**src/rtl/bus_arbiter.sv**
```systemverilog
// Purpose: round-robin owner selection for the shared register/data bus, driving mux select and bus enable.
// Latency: grant registered 1 cycle after request from IDLE/TURN; one dead TURN cycle between owners.
// Backpressure: level requests; an owner keeps the bus until it drops req or is force-released at MAX_HOLD.
//
// Ports:
//   clk    - rising-edge clock
//   rst_n  - asynchronous active-low reset
//   req    - per-requester level request
//   gnt    - one-hot registered grant
//   sel    - binary owner index to the bus mux selector (holds last owner while idle)
//   bus_en - high while an owner holds the bus (always equal to |gnt)
//   expire - single-cycle pulse on the dead cycle that follows a forced release
module bus_arbiter #(
  parameter int N_REQ          = 8,
  parameter int SELECTOR_WIDTH = 4,
  parameter int MAX_HOLD       = 4,
  parameter int CNT_WIDTH      = 8
) (
  input  logic                      clk,
  input  logic                      rst_n,
  input  logic [N_REQ-1:0]          req,
  output logic [N_REQ-1:0]          gnt,
  output logic [SELECTOR_WIDTH-1:0] sel,
  output logic                      bus_en,
  output logic                      expire
);

  typedef enum logic [1:0] {
    IDLE = 2'd0,
    OWN  = 2'd1,
    TURN = 2'd2
  } state_t;

  // With no hold limit the counter simply parks at all-ones.
  localparam logic [CNT_WIDTH-1:0] HOLD_SAT =
    (MAX_HOLD == 0) ? {CNT_WIDTH{1'b1}} : CNT_WIDTH'(MAX_HOLD);
  localparam logic [SELECTOR_WIDTH-1:0] LAST_IDX = SELECTOR_WIDTH'(N_REQ - 1);
  localparam logic [N_REQ-1:0] ONE = N_REQ'(1);

  state_t                    state;
  logic [SELECTOR_WIDTH-1:0] ptr;
  logic [CNT_WIDTH-1:0]      hold_cnt;

  logic [N_REQ-1:0]          upper_mask;
  logic [N_REQ-1:0]          upper_req;
  logic [N_REQ-1:0]          pick_req;
  logic [SELECTOR_WIDTH-1:0] winner;
  logic [SELECTOR_WIDTH-1:0] ptr_after_owner;
  logic                      owner_req;
  logic                      rival_req;
  logic                      at_limit;
  logic                      forced;

  // Round-robin search: prefer the lowest set request at or above ptr; if none,
  // wrap around and take the lowest set request overall.
  always_comb begin
    upper_mask = ~((ONE << ptr) - ONE);
    upper_req  = req & upper_mask;
    pick_req   = (|upper_req) ? upper_req : req;
    winner     = '0;
    for (int i = N_REQ - 1; i >= 0; i--) begin
      if (pick_req[i]) begin
        winner = SELECTOR_WIDTH'(i);
      end
    end
  end

  // gnt is the owner's one-hot while in OWN, so masking req with it avoids a
  // variable bit-select by sel.
  always_comb begin
    owner_req       = |(req & gnt);
    rival_req       = |(req & ~gnt);
    at_limit        = (MAX_HOLD != 0) && (hold_cnt == HOLD_SAT);
    forced          = owner_req && at_limit && rival_req;
    ptr_after_owner = (sel == LAST_IDX) ? '0 : sel + SELECTOR_WIDTH'(1);
  end

  always_ff @(posedge clk or negedge rst_n) begin
    if (!rst_n) begin
      state    <= IDLE;
      ptr      <= '0;
      hold_cnt <= '0;
      gnt      <= '0;
      sel      <= '0;
      bus_en   <= 1'b0;
      expire   <= 1'b0;
    end else begin
      expire <= 1'b0;
      case (state)
        IDLE, TURN: begin
          if (|req) begin
            state    <= OWN;
            gnt      <= ONE << winner;
            sel      <= winner;
            bus_en   <= 1'b1;
            hold_cnt <= CNT_WIDTH'(1);
          end else begin
            state <= IDLE;
          end
        end
        OWN: begin
          if (!owner_req || forced) begin
            // Release: the following cycle is the dead turnaround cycle.
            // sel deliberately keeps the last owner.
            state  <= TURN;
            gnt    <= '0;
            bus_en <= 1'b0;
            ptr    <= ptr_after_owner;
            expire <= forced;
          end else if (hold_cnt != HOLD_SAT) begin
            hold_cnt <= hold_cnt + CNT_WIDTH'(1);
          end
        end
        default: begin
          state  <= IDLE;
          gnt    <= '0;
          bus_en <= 1'b0;
        end
      endcase
    end
  end

endmodule
```
**config.mk**
```make
export PLATFORM = sky130hd
export DESIGN_NAME = bus_arbiter
export DESIGN_NICKNAME = d
export VERILOG_FILES = /design/src/rtl/bus_arbiter.sv
export SDC_FILE = /design/constraint.sdc
export NUM_CORES = 1
export LEC_CHECK = 0
export ABC_AREA = 1
export BUFFER_PORTS_ARGS = -buffer_cell sky130_fd_sc_hd__buf_4
export CAP_MARGIN = 20
export CORE_MARGIN = 2
export CORE_UTILIZATION = 45
export DETAILED_ROUTE_END_ITERATION = 8
export PLACE_DENSITY = 0.62
export SLEW_MARGIN = 40
export SYNTH_ARGS = -nofsm -noshare
export SYNTH_HDL_FRONTEND = slang
export SYNTH_SLANG_ARGS = --single-unit
```
**constraint.sdc**
```tcl
create_clock -name clk -period 2.55 [get_ports clk]
set_input_delay 0.1275 -clock clk [delete_from_list [all_inputs] [get_ports clk]]
set_output_delay 0.1275 -clock clk [all_outputs]
set_load 0.005 [all_outputs]
```
After elaboration in Yosys (flattened, before gate mapping)

Cells that the tools add are included.

Register bits after elaboration: 28
Input bits: 10
Logic and storage cells: 66

Add/sub/neg operators: 3
Eq/ne operators: 9
Shift-type cells: 2
Mux-type cells: 25
Bitwise gates (word level): 5
Reductions and logical operators: 15

Operators by type and width:

| cell                | number |
|---|---|
| $mux 8              | 6 |
| $pmux 8 s2          | 2 |
| $reduce_or 8->1     | 4 |
| $and 8x8->8         | 3 |
| $mux 4              | 6 |
| $not 8->8           | 2 |
| $shl 1x4->8 const A | 2 |
| $mux 3              | 3 |
| $add 8x1->8 const B | 1 |
| $eq 8x3->1 const B  | 1 |
| $ne 2x2->1 const B  | 4 |
| $ne 8x3->1 const B  | 1 |
| $sub 8x1->8 const B | 1 |
| $reduce_and 2->1    | 3 |
| $mux 1              | 5 |
| $add 4x1->4 const B | 1 |
| $eq 4x3->1 const B  | 1 |
| $pmux 2 s2          | 1 |
| $reduce_and 4->1    | 1 |
| $eq 2x1->1 const B  | 1 |
| $eq 2x2->1 const B  | 1 |
| $logic_and 1x1->1   | 2 |
| $logic_not 2->1     | 1 |
| $mux 2              | 1 |
| other kinds (5)     | 5 |

Logic depth before layout (Yosys ltp)

Gate-level depths: netlist of run 1.

Word-level depth: 17
Depth in mapped cells: 19
Gate-level depth less buffers: 19

Least setup slack after synthesis of run 1

Ideal clock, no wire load.

Path kind: reg2reg
Start: register ptr[3]
End: register gnt[4]
Data arrival time: 2138 ps
Data required time: 2433 ps
Slack: 294 ps
Stages on the path, launching flop included: 20
Buffers on the path: 0
Cell sequence: dfrtp_1 nor2_2 nand2_1 ha_1 nand2_1 nand2_1 nor2_2 nand4_2 nor2_4 nand3_1 nand2_1 inv_1 nand2_1 nand2_1 nand2_1 nand2_2 nand2_2 nand2_2 nand3_1 nand2_1

Cells in the longest elaborated chain, start to end: 17

RTL lines:

| what                   | line | text |
|---|---|---|
| start, declared        | 41   | `logic [SELECTOR_WIDTH-1:0] ptr;` |
| start signal, assigned | 108  | `ptr <= ptr_after_owner;` |
| $shl 1x4->8 *          | 57   | `upper_mask = ~((ONE << ptr) - ONE);` |
| $sub 8x1->8 *          | 57   |  |
| $not 8->8 *            | 57   |  |
| $and 8x8->8 *          | 58   | `upper_req = req & upper_mask;` |
| $reduce_or 8->1        | 59   | `pick_req = (\|upper_req) ? upper_req : req;` |
| $mux 8 *               | 59   |  |
| $mux 3 (3 in a row)    | 62   | `if (pick_req[i]) begin` |
| $mux 4 (4 in a row)    | 62   |  |
| $mux 4 *               | 62   |  |
| $shl 1x4->8 *          | 93   | `gnt <= ONE << winner;` |
| $mux 8 *               | 91   | `if (\|req) begin` |
| $pmux 8 s2 *           | 89   | `case (state)` |
| end signal, assigned   | 93   |  |
| end, declared          | 22   | `output logic [N_REQ-1:0] gnt,` |

Every way passes the cells marked *; elsewhere a longest branch is shown, timed or not. The select of a mux whose other input is x is not followed.
A chain may end at the register's enable or synchronous reset.

Worst setup path after layout of run 1

Start: register ptr[2]
End: register gnt[1]

The elaborated chain is that of the path after synthesis.

==> reports/metrics.yaml, run 1 <==
grt_max_degree: 28
switching_share_pct: 50.1
startpoint: "ptr[2]"
ir_drop_uv: 549
vias: 1703
switchingPower_mw: 1.45
clockBufferDepth: 2
maxCapViolCount: 0
critPathBufInv: 1
die_h_um: 67.5
rows: 23
ys_types: 32
drt_iter0_markers: 73
drive_above_1_share_pct: 31.7
dp_cells: 321
clock_latency_ns: 0.27
dp_hpwl_mm: 3.30
finalCriticalPeriod_ns: 2.47
end_kind: "register"
final_util_pct: 58.3
drv_slew: 0
timing.fmax_mhz: 404
power_density_mw_per_mm2: 1260
synthArstFlopShare_pct: 100
power_leakage_nw: 1.16
synth-edff-count: 0
setup_viol: 0
r2r_cells: 17
worstPathCellList: "nor2_4 -> nand3_2 -> ha_4 -> nand2_2 -> nand2_2 -> nor2_4 -> nand4_2 -> nor2_4 -> buf_6 -> nand2_4 -> nand2_4 -> nand2_4 -> nand2_4 -> nor2_4 -> a21oi_4 -> nand4_1 -> nand2_1"
cts-root-buf: "clkbuf_8"
synth_top_area_share_pct: 37.2
timing.final.crit_share_pct: 97.0
cts_made_buffers: 3
grt_overflow_total: 0
finalWeightedCongestion: 0.815
slowest_stage: "dfrtp_2"
status: "completed"
stdcell_count: 337
design.die.area_mm2: 0.00456
seqPwrFrac_pct: 24.9
synth_area_leader_cell: "dfrtp_1"
drt-total-wl_mm: 4.40
start_util_pct: 46.0
r2r_start: "ptr[2]"
max_stage_delay_ns: 0.46
cp_max_fo: 6
fin_nets: 303
clock_sinks: 27
syn_area_per_cell_um2: 7.26
worst_clock_skew_ns: 0.00427
grt_pass1_wl_mm: 6.79
numPortBuffers: 22
clockPowerShare_pct: 8.2
synth_nets: 265
final_antenna_net_count: 0
critical_path_class: "reg -> reg"
ys_warn_count: 0
synthTopCellsByArea: "dfrtp_1 (37%), nand2_1 (13%), inv_1 (7.2%)"
cp_top_family: "simple AND/OR/NAND/NOR gates"
cts.clk_slew.worst_paths_ns: 0.09
viasPerCell: 5.05
synth-main-ff-cell: "dfrtp_1"
worst_ep_required_time_ns: 2.76
drc: 0
ys_seq_area_share_pct: 37.2
core-area_mm2: 0.00394
io_pins: 24
netlist_area_mm2: 0.00182
antenna_found_initial: 0
hold_path.class: "in -> async"
internal_power_mw: 1.44
rr_endpoint: "gnt[1]"
slew-limit-headroom_pct: 64.1
dieWidth_um: 67.5
worst_pin_slew_ns: 0.533
cts_tree: "built"
diodes: 0
grt_pass1_vias: 1494
synthCells: 250
crit_arrival_ns: 2.69
track_usage_pct: 20.2
combPwrFrac_pct: 66.9
dr.pass1.iters: 5
rsz0062_at_grt: "true"
start_kind: "register"
ys_ff_latch: 27
r2r_slack_ns: 0.08
hold_viol_final: 0
area_growth_pct: 26.6
cts-htree-levels: 1
avgRoutedWirePerCell_um: 13.1
-- logic make-up after synthesis --
group                      share of synthesized area, %
adders and majority gates                          3.45
buffers and inverters                              9.37
xor gates and xnor gates                           1.45
DFF                                                37.2
AOI/OAI and AO/OA                                  12.1
other                                             0.207
and+or+nand+nor                                    36.3
-- flip-flops by register name (all words and copies together) (netlist names) --
register	flops
ptr	4
state	2
hold_cnt	8
gnt	8
sel	3
bus_en	1
expire	1
-- power by group through the flow --
stage	logic (mW)	clock network (mW)	registers, mW
after floorplan	1.12	0	0.688
after global placement	1.51	0	0.715
after detailed placement	1.52	0	0.713
after CTS	1.53	0.249	0.711
after global routing	2.16	0.261	0.736
final	1.93	0.237	0.719
-- per-layer routing --
layer	routed length (um)	track usage [%]	up-vias
li1	-	-	886
met1	1910	26.0	784
met2	2290	35.4	24
met3	103	1.83	9
met4	92	6.89	0
met5	0	0	-
-- cell usage in the layout, fill, tap and decap left out, drive strengths merged --
master / n
a21oi: 10
a221oi: 1
a31oi: 1
buf: 34
clkbuf: 4
clkinv: 1
conb: 1
dfrtp: 27
dlygate4sd3: 1
ha: 5
inv: 41
nand2: 75
nand3: 21
nand4: 9
nor2: 25
nor3: 2
nor4: 2
o21ai: 19
o22ai: 3
o31ai: 2
xor2: 3
-- final cells by class --
type                       count  area, um2
clock buffer                   4       45.0
fill                         383       1640
sequential                    27        678
multi-input combinational    179       1080
tap                           50       62.6
inverter                      42        159
timing repair buffer          35        269
-- cell usage after synthesis (3+ instances only) --
cell,count
o22ai_1,3
inv_1,35
nand2_1,64
ha_1,5
nor2_4,4
nor2_1,16
nand3_1,19
o21ai_1,4
a21oi_1,8
dfrtp_1,27
inv_2,6
nand2_2,10
nand4_1,8
xor2_1,3
nor2_2,5
o21ai_0,14
-- what timing repair did --
| item | in CTS | in global routing |
|---|---|---|
| hold buffers | 1 | 0 |
| gates resized for setup | 1 | 31 |
| hold endpoints to repair | 27 | 0 |
| buffers inserted | 0 | 11 |
| endpoints found under the setup margin | 1 | 11 |
| pin swaps | 0 | 20 |
-- worst max-delay path by stage --
stage | to | slack [ns] | cells after the start
floorplan | gnt[4] | 0.29 | 19
global placement | gnt[0] | 0.05 | 19
detailed placement | gnt[0] | 0.004 | 19
CTS | gnt[0] | 0.04 | 19
global route | gnt[1] | -0.09 | 17
finish | gnt[1] | 0.08 | 17
-- per-stage QoR --
stage / setup slack (ns) / hold WS (ns) / TNS, ns / cell area [um2] / total power [mW]
4_1_cts: 0.0400 / 0.230 / 0 / 2100 / 2.49
5_1_grt: -0.0927 / 0.335 / -0.618 / 2300 / 3.16
3_5_place_dp: 0.00391 / 0.0617 / 0 / 2040 / 2.23
2_1_floorplan: 0.294 / -0.168 / 0 / 1820 / 1.81
6_report: 0.0762 / 0.300 / 0 / 2300 / 2.89
3_3_place_gp: 0.0510 / 0.0604 / 0 / 2040 / 2.22
No activity file was read; power rests on OpenSTA's default activity.
==> run 2, diff against run 1 <==
--- a/config.mk
+++ b/config.mk
@@ -10,8 +10,10 @@
 export CAP_MARGIN = 20
 export CORE_MARGIN = 2
 export CORE_UTILIZATION = 45
+export CTS_CLUSTER_DIAMETER = 200
 export DETAILED_ROUTE_END_ITERATION = 8
 export PLACE_DENSITY = 0.62
+export REMOVE_ABC_BUFFERS = 1
 export SLEW_MARGIN = 40
 export SYNTH_ARGS = -nofsm -noshare
 export SYNTH_HDL_FRONTEND = slang
==> reports/metrics.yaml, run 2 (synthesis results as in run 1) <==
clock_latency_ns: 0.27
cts.clk_slew.worst_paths_ns: 0.09
maxCapViolCount: 0
core-area_mm2: 0.00394
vias: 1670
cts-htree-levels: 1
io_pins: 24
status: "completed"
drv_slew: 0
regArea_um2: 678
area_growth_pct: 24.7
reg_top3: "gnt (8), hold_cnt (8), ptr (4)"
antenna_found_initial: 0
grt_pass1_vias: 1571
power_density_mw_per_mm2: 1240
finalWeightedCongestion: 0.836
final_util_pct: 57.4
die_h_um: 67.5
stdcell_count: 331
n_fill_cell: 375
clockBufferDepth: 2
dieWidth_um: 67.5
final_antenna_net_count: 0
power_leakage_nw: 1.14
rr_endpoint: "gnt[1]"
final_cell_mix: "nand2_1 (56), inv_1 (35), buf_4 (27), dfrtp_1 (25), nor2_1 (15)"
cp_max_fo: 6
drive_above_1_share_pct: 29.2
layout_commonest_cell: "nand2_1"
slew-limit-headroom_pct: 64.4
drt-total-wl_mm: 4.43
timing.final.crit_share_pct: 96.5
dp_cells: 323
worstHoldStart: "req[1]"
track_usage_pct: 20.9
tns_ns: 0
start_kind: "register"
clock_sinks: 27
end_kind: "register"
hold_end: "sel[0]"
timing.fmax_mhz: 407
critical_path_class: "reg -> reg"
cts_tree: "built"
finalCriticalPeriod_ns: 2.46
post-place-ws_ns: 0.0612
diodes: 0
drc: 0
dp_hpwl_mm: 3.39
drt_iter0_markers: 112
setup_viol: 0
r2r_slack_ns: 0.09
multiInputGateArea_mm2: 0.00109
fin_nets: 297
setup_slack_ns: 0.0901
rsz0062_at_grt: "true"
r2r_cells: 17
hold_path.class: "in -> reg"
worst_pin_slew_ns: 0.530
cts_made_buffers: 3
worst_ep_required_time_ns: 2.76
design.die.area_mm2: 0.00456
worst_clock_skew_ns: 0.00494
numPortBuffers: 22
grt_overflow_total: 0
ir_drop_uv: 598
grt_max_degree: 28
dr.pass1.iters: 4
avgRoutedWirePerCell_um: 13.4
rows: 23
start_util_pct: 46.0
crit_arrival_ns: 2.67
cts-root-buf: "clkbuf_8"
viasPerCell: 5.05
hold_viol_final: 0
finalPower_mw: 2.81
holdPathStages: 5
grt_pass1_wl_mm: 7.22
r2r_start: "ptr[2]"
==> run 2: cell types whose count changed in the layout (fill, tap and decap cells not counted) <==
cell	change
nand2_2	-5
nand3_1	+1
nand2_4	+3
nand3_2	-1
o21ai_1	-2
nor2_2	-1
o21ai_0	+2
buf_4	-6
nor2_4	+1
nand2_1	+2
==> run 2: stage by stage <==
| step | area (um2) | hold slack (ns) |
|---|---|---|
| final | 2260 | 0.297 |
| after global routing | 2260 | 0.310 |
| after CTS | 2110 | 0.234 |
| after detailed placement | 2050 | 0.0654 |
| after global placement | 2050 | 0.0658 |
| after floorplan | 1800 | -0.168 |
==> run 2: layout make-up <==
type | count | share of cell area [%]
clock buffers | 4 | 1.99
inverters | 42 | 7.02
multi-input cells | 179 | 48.4
flip-flops and latches | 27 | 30.0
well taps | 50 | 2.76
repair buffers | 29 | 9.89
==> run 2: timing repair <==
action,CTS,global route
hold buffers,1,0
hold endpoints to repair,27,0
setup buffers,0,3
setup endpoints to repair,0,9
resized for setup,0,31
==> run 2: worst max-delay path, cell delays in order (launching register included) <==
cell and delay [ns]:
dfrtp_2 0.45, nor2_4 0.17, nand3_2 0.12, ha_4 0.25
nand2_2 0.05, nand2_2 0.06, nor2_4 0.10, nand4_2 0.11
nor2_4 0.21, buf_6 0.13, nand2_4 0.06, nand2_4 0.08
nand2_4 0.07, nand2_4 0.08, nor2_4 0.04, a21oi_4 0.22
nand4_1 0.11, nand2_1 0.09
==> run 2: worst max path at each step <==
stage,startpoint,end,slack (ns),depth (start not counted)
2_1_floorplan,ptr[3],gnt[0],0.29,19
3_3_place_gp,ptr[1],gnt[0],0.13,19
3_5_place_dp,ptr[1],gnt[0],0.06,19
4_1_cts,ptr[1],gnt[0],0.04,19
5_1_grt,ptr[2],gnt[1],-0.03,17
6_report,ptr[2],gnt[1],0.09,17
==> run 2: per-layer routing <==
layer | global-route usage, % | share of wire, % | up-vias | routed length [um]
met5 | 0 | 0 | - | 0
met4 | 3.83 | 0.52 | 0 | 23
met3 | 2.50 | 2.1 | 2 | 92
met2 | 34.9 | 48 | 27 | 2110
met1 | 29.3 | 50 | 768 | 2210
li1 | - | - | 873 | -
==> run 2: report_power, final <==
group	internal (mW)	switching, mW	total [mW]
Clock	0.112	0.127	0.238
Sequential	0.570	0.150	0.721
Combinational	0.687	1.16	1.85
==> run 3, diff against run 2 <==
--- a/config.mk
+++ b/config.mk
@@ -5,12 +5,14 @@
 export SDC_FILE = /design/constraint.sdc
 export NUM_CORES = 1
 export LEC_CHECK = 0
-export ABC_AREA = 1
+export ABC_AREA = 0
 export BUFFER_PORTS_ARGS = -buffer_cell sky130_fd_sc_hd__buf_4
 export CAP_MARGIN = 20
+export CORE_ASPECT_RATIO = 1.4
 export CORE_MARGIN = 2
 export CORE_UTILIZATION = 45
 export CTS_CLUSTER_DIAMETER = 200
+export CTS_CLUSTER_SIZE = 10
 export DETAILED_ROUTE_END_ITERATION = 8
 export PLACE_DENSITY = 0.62
 export REMOVE_ABC_BUFFERS = 1
==> reports/metrics.yaml, run 3 <==
status: "finished, violations left"
violations: "negative setup slack"
worst_pin_slew_ns: 0.674
netlist_area_mm2: 0.00180
io_pins: 24
worst_clock_skew_ns: 0.00173
vias: 1654
drc: 0
avgRoutedWirePerCell_um: 18.5
design.die.area_mm2: 0.00452
synth_top_area_share_pct: 37.6
post-place-ws_ns: -0.413
viasPerCell: 5.93
cts.clk_slew.worst_paths_ns: 0.09
dp_hpwl_mm: 4.05
switching_share_pct: 44.2
combPwrFrac_pct: 70.6
start_kind: "register"
seqPwrFrac_pct: 21.9
hold_path.class: "in -> async"
cts-root-buf: "clkbuf_8"
fin_nets: 252
final_cell_mix: "buf_4 (50), dfrtp_1 (27), nor2_1 (20), nand2_1 (14), inv_1 (11)"
die_h_um: 78.8
cts_made_buffers: 3
track_usage_pct: 24.1
internal_power_mw: 1.78
synth-edff-count: 0
grt_overflow_total: 0
ys_types: 58
synthTopCellsByArea: "dfrtp_1 (38%), nor2_1 (4.4%), ha_1 (3.5%)"
synthTopCellsByCount: "dfrtp_1 (27), nor2_1 (21), nand2_1 (15)"
synth_area_leader_cell: "dfrtp_1"
setup_slack_ns: -0.198
layout_commonest_cell: "buf_4"
finalWeightedCongestion: 1.07
ys_warn_count: 0
power_density_mw_per_mm2: 1350
synthArstFlopShare_pct: 100
area_growth_pct: 31.6
cts-htree-levels: 1
reg_top3: "gnt (8), hold_cnt (8), ptr (4)"
stdcell_count: 279
clock_latency_ns: 0.27
core-area_mm2: 0.00388
cp_max_fo: 5
rsz0062_at_grt: "true"
diodes: 0
slew-limit-headroom_pct: 54.7
finalCriticalPeriod_ns: 2.75
clock_sinks: 27
dr.pass1.iters: 4
final_antenna_net_count: 0
crit_arrival_ns: 2.91
drt-total-wl_mm: 5.17
dp_cells: 269
grt_pass1_wl_mm: 8.43
maxCapViolCount: 0
power_leakage_nw: 1.08
drv_slew: 0
antenna_found_initial: 0
drt_iter0_markers: 47
numPortBuffers: 22
grt_pass1_vias: 1746
drive_above_1_share_pct: 39.0
grt_max_degree: 28
worst_ep_required_time_ns: 2.72
clockBufferDepth: 2
setup_viol: 11
syn_area_per_cell_um2: 9.61
synthCells: 187
ys_ff_latch: 27
start_util_pct: 46.3
synth-main-ff-cell: "dfrtp_1"
ys_seq_area_share_pct: 37.6
critical_path_class: "reg -> reg"
ir_drop_uv: 1040
timing.fmax_mhz: 364
switchingPower_mw: 1.41
synth.most_common_cell: "dfrtp_1"
cts_tree: "built"
end_kind: "register"
hold_viol_final: 0
dieWidth_um: 57.4
clockPowerShare_pct: 7.4
timing.final.crit_share_pct: 108
rows: 27
==> run 3: final cells by class <==
type	instances	area, um2
fillers	374	1520
flip-flops and latches	27	676
clock buffers	3	41.3
inverters	12	45.0
well taps	43	53.8
repair buffers	52	397
multi-input cells	141	1150
clock inverters	1	5.00
==> run 3: worst max-delay path, stage by stage, from the launching register on <==
cell and delay [ns]:
dfrtp_1 0.41, nor4_4 0.32, inv_2 0.08, ha_4 0.18
and2_4 0.16, mux2_4 0.28, a311oi_4 0.28, nand2_2 0.19
a32o_2 0.34, a31oi_4 0.16, nor2_1 0.07, a22o_1 0.18
==> run 3: path summary, 6_finish.rpt <==
kind | from | endpoint | cells past startpoint | slack (ns)
max | ptr[1] | gnt[1] | 11 | -0.20
min | rst_n | hold_cnt[3] | 2 | 0.29
max reg2reg | ptr[1] | gnt[1] | 11 | -0.20
min reg2reg | bus_en | bus_en | 2 | 0.49
max in group asynchronous | rst_n | ptr[0] | 2 | 2.00
min in group clk | req[4] | gnt[7] | 5 | 0.40
==> run 3: logic make-up (layout without fill, tap and decap cells) <==
kind of cell             after synthesis  count (layout)  synth area share [%]
AND/OR/NAND/NOR                       68              68                  20.7
AO/OA/AOI/OAI                         54              54                  25.6
flip-flops                            27              27                  37.6
buffers and inverters                 19              68                  5.01
multiplexers                           7               7                  4.52
XOR/XNOR                               6               6                  2.92
adder cells (fa/ha/maj)                5               5                  3.48
other                                  1               1                 0.209
==> run 3: metrics by stage <==
step | area (um2) | power [mW] | util [%] | setup TNS [ns] | hold WS, ns
after detailed placement | 2150 | 2.62 | 55.4 | -3.85 | 0.0566
after global placement | 2150 | 2.58 | 55.4 | -3.04 | 0.0499
after global routing | 2370 | 3.40 | 60.9 | -3.14 | 0.331
after CTS | 2330 | 3.11 | 60.1 | -2.10 | 0.305
final | 2370 | 3.19 | 60.9 | -1.81 | 0.293
after floorplan | 1750 | 1.80 | - | -1.81 | -0.168
==> run 3: per-layer routing <==
| metal | vias to the layer above | share of wire [%] | global-route usage [%] | routed length [um] |
|---|---|---|---|---|
| met5 | - | 0 | 0 | 0 |
| met1 | 828 | 40 | 27.3 | 2060 |
| met2 | 29 | 55 | 44.2 | 2860 |
| met4 | 0 | 2.7 | 10.5 | 140 |
| li1 | 784 | - | - | - |
| met3 | 13 | 2.1 | 2.93 | 110 |
==> run 3: power by group through the flow <==
stage	logic (mW)	registers, mW	clock network [mW]
2_1_floorplan	1.08	0.720	0
3_3_place_gp	1.89	0.683	0
3_5_place_dp	1.93	0.694	0
4_1_cts	2.17	0.697	0.241
5_1_grt	2.42	0.714	0.261
6_report	2.25	0.699	0.236
==> run 3: repair_timing <==
item,CTS,global route
hold buffers,1,0
resized for setup,22,6
setup endpoints to repair,11,11
setup buffers,4,1
pin swaps,13,0
hold endpoints to repair,27,0
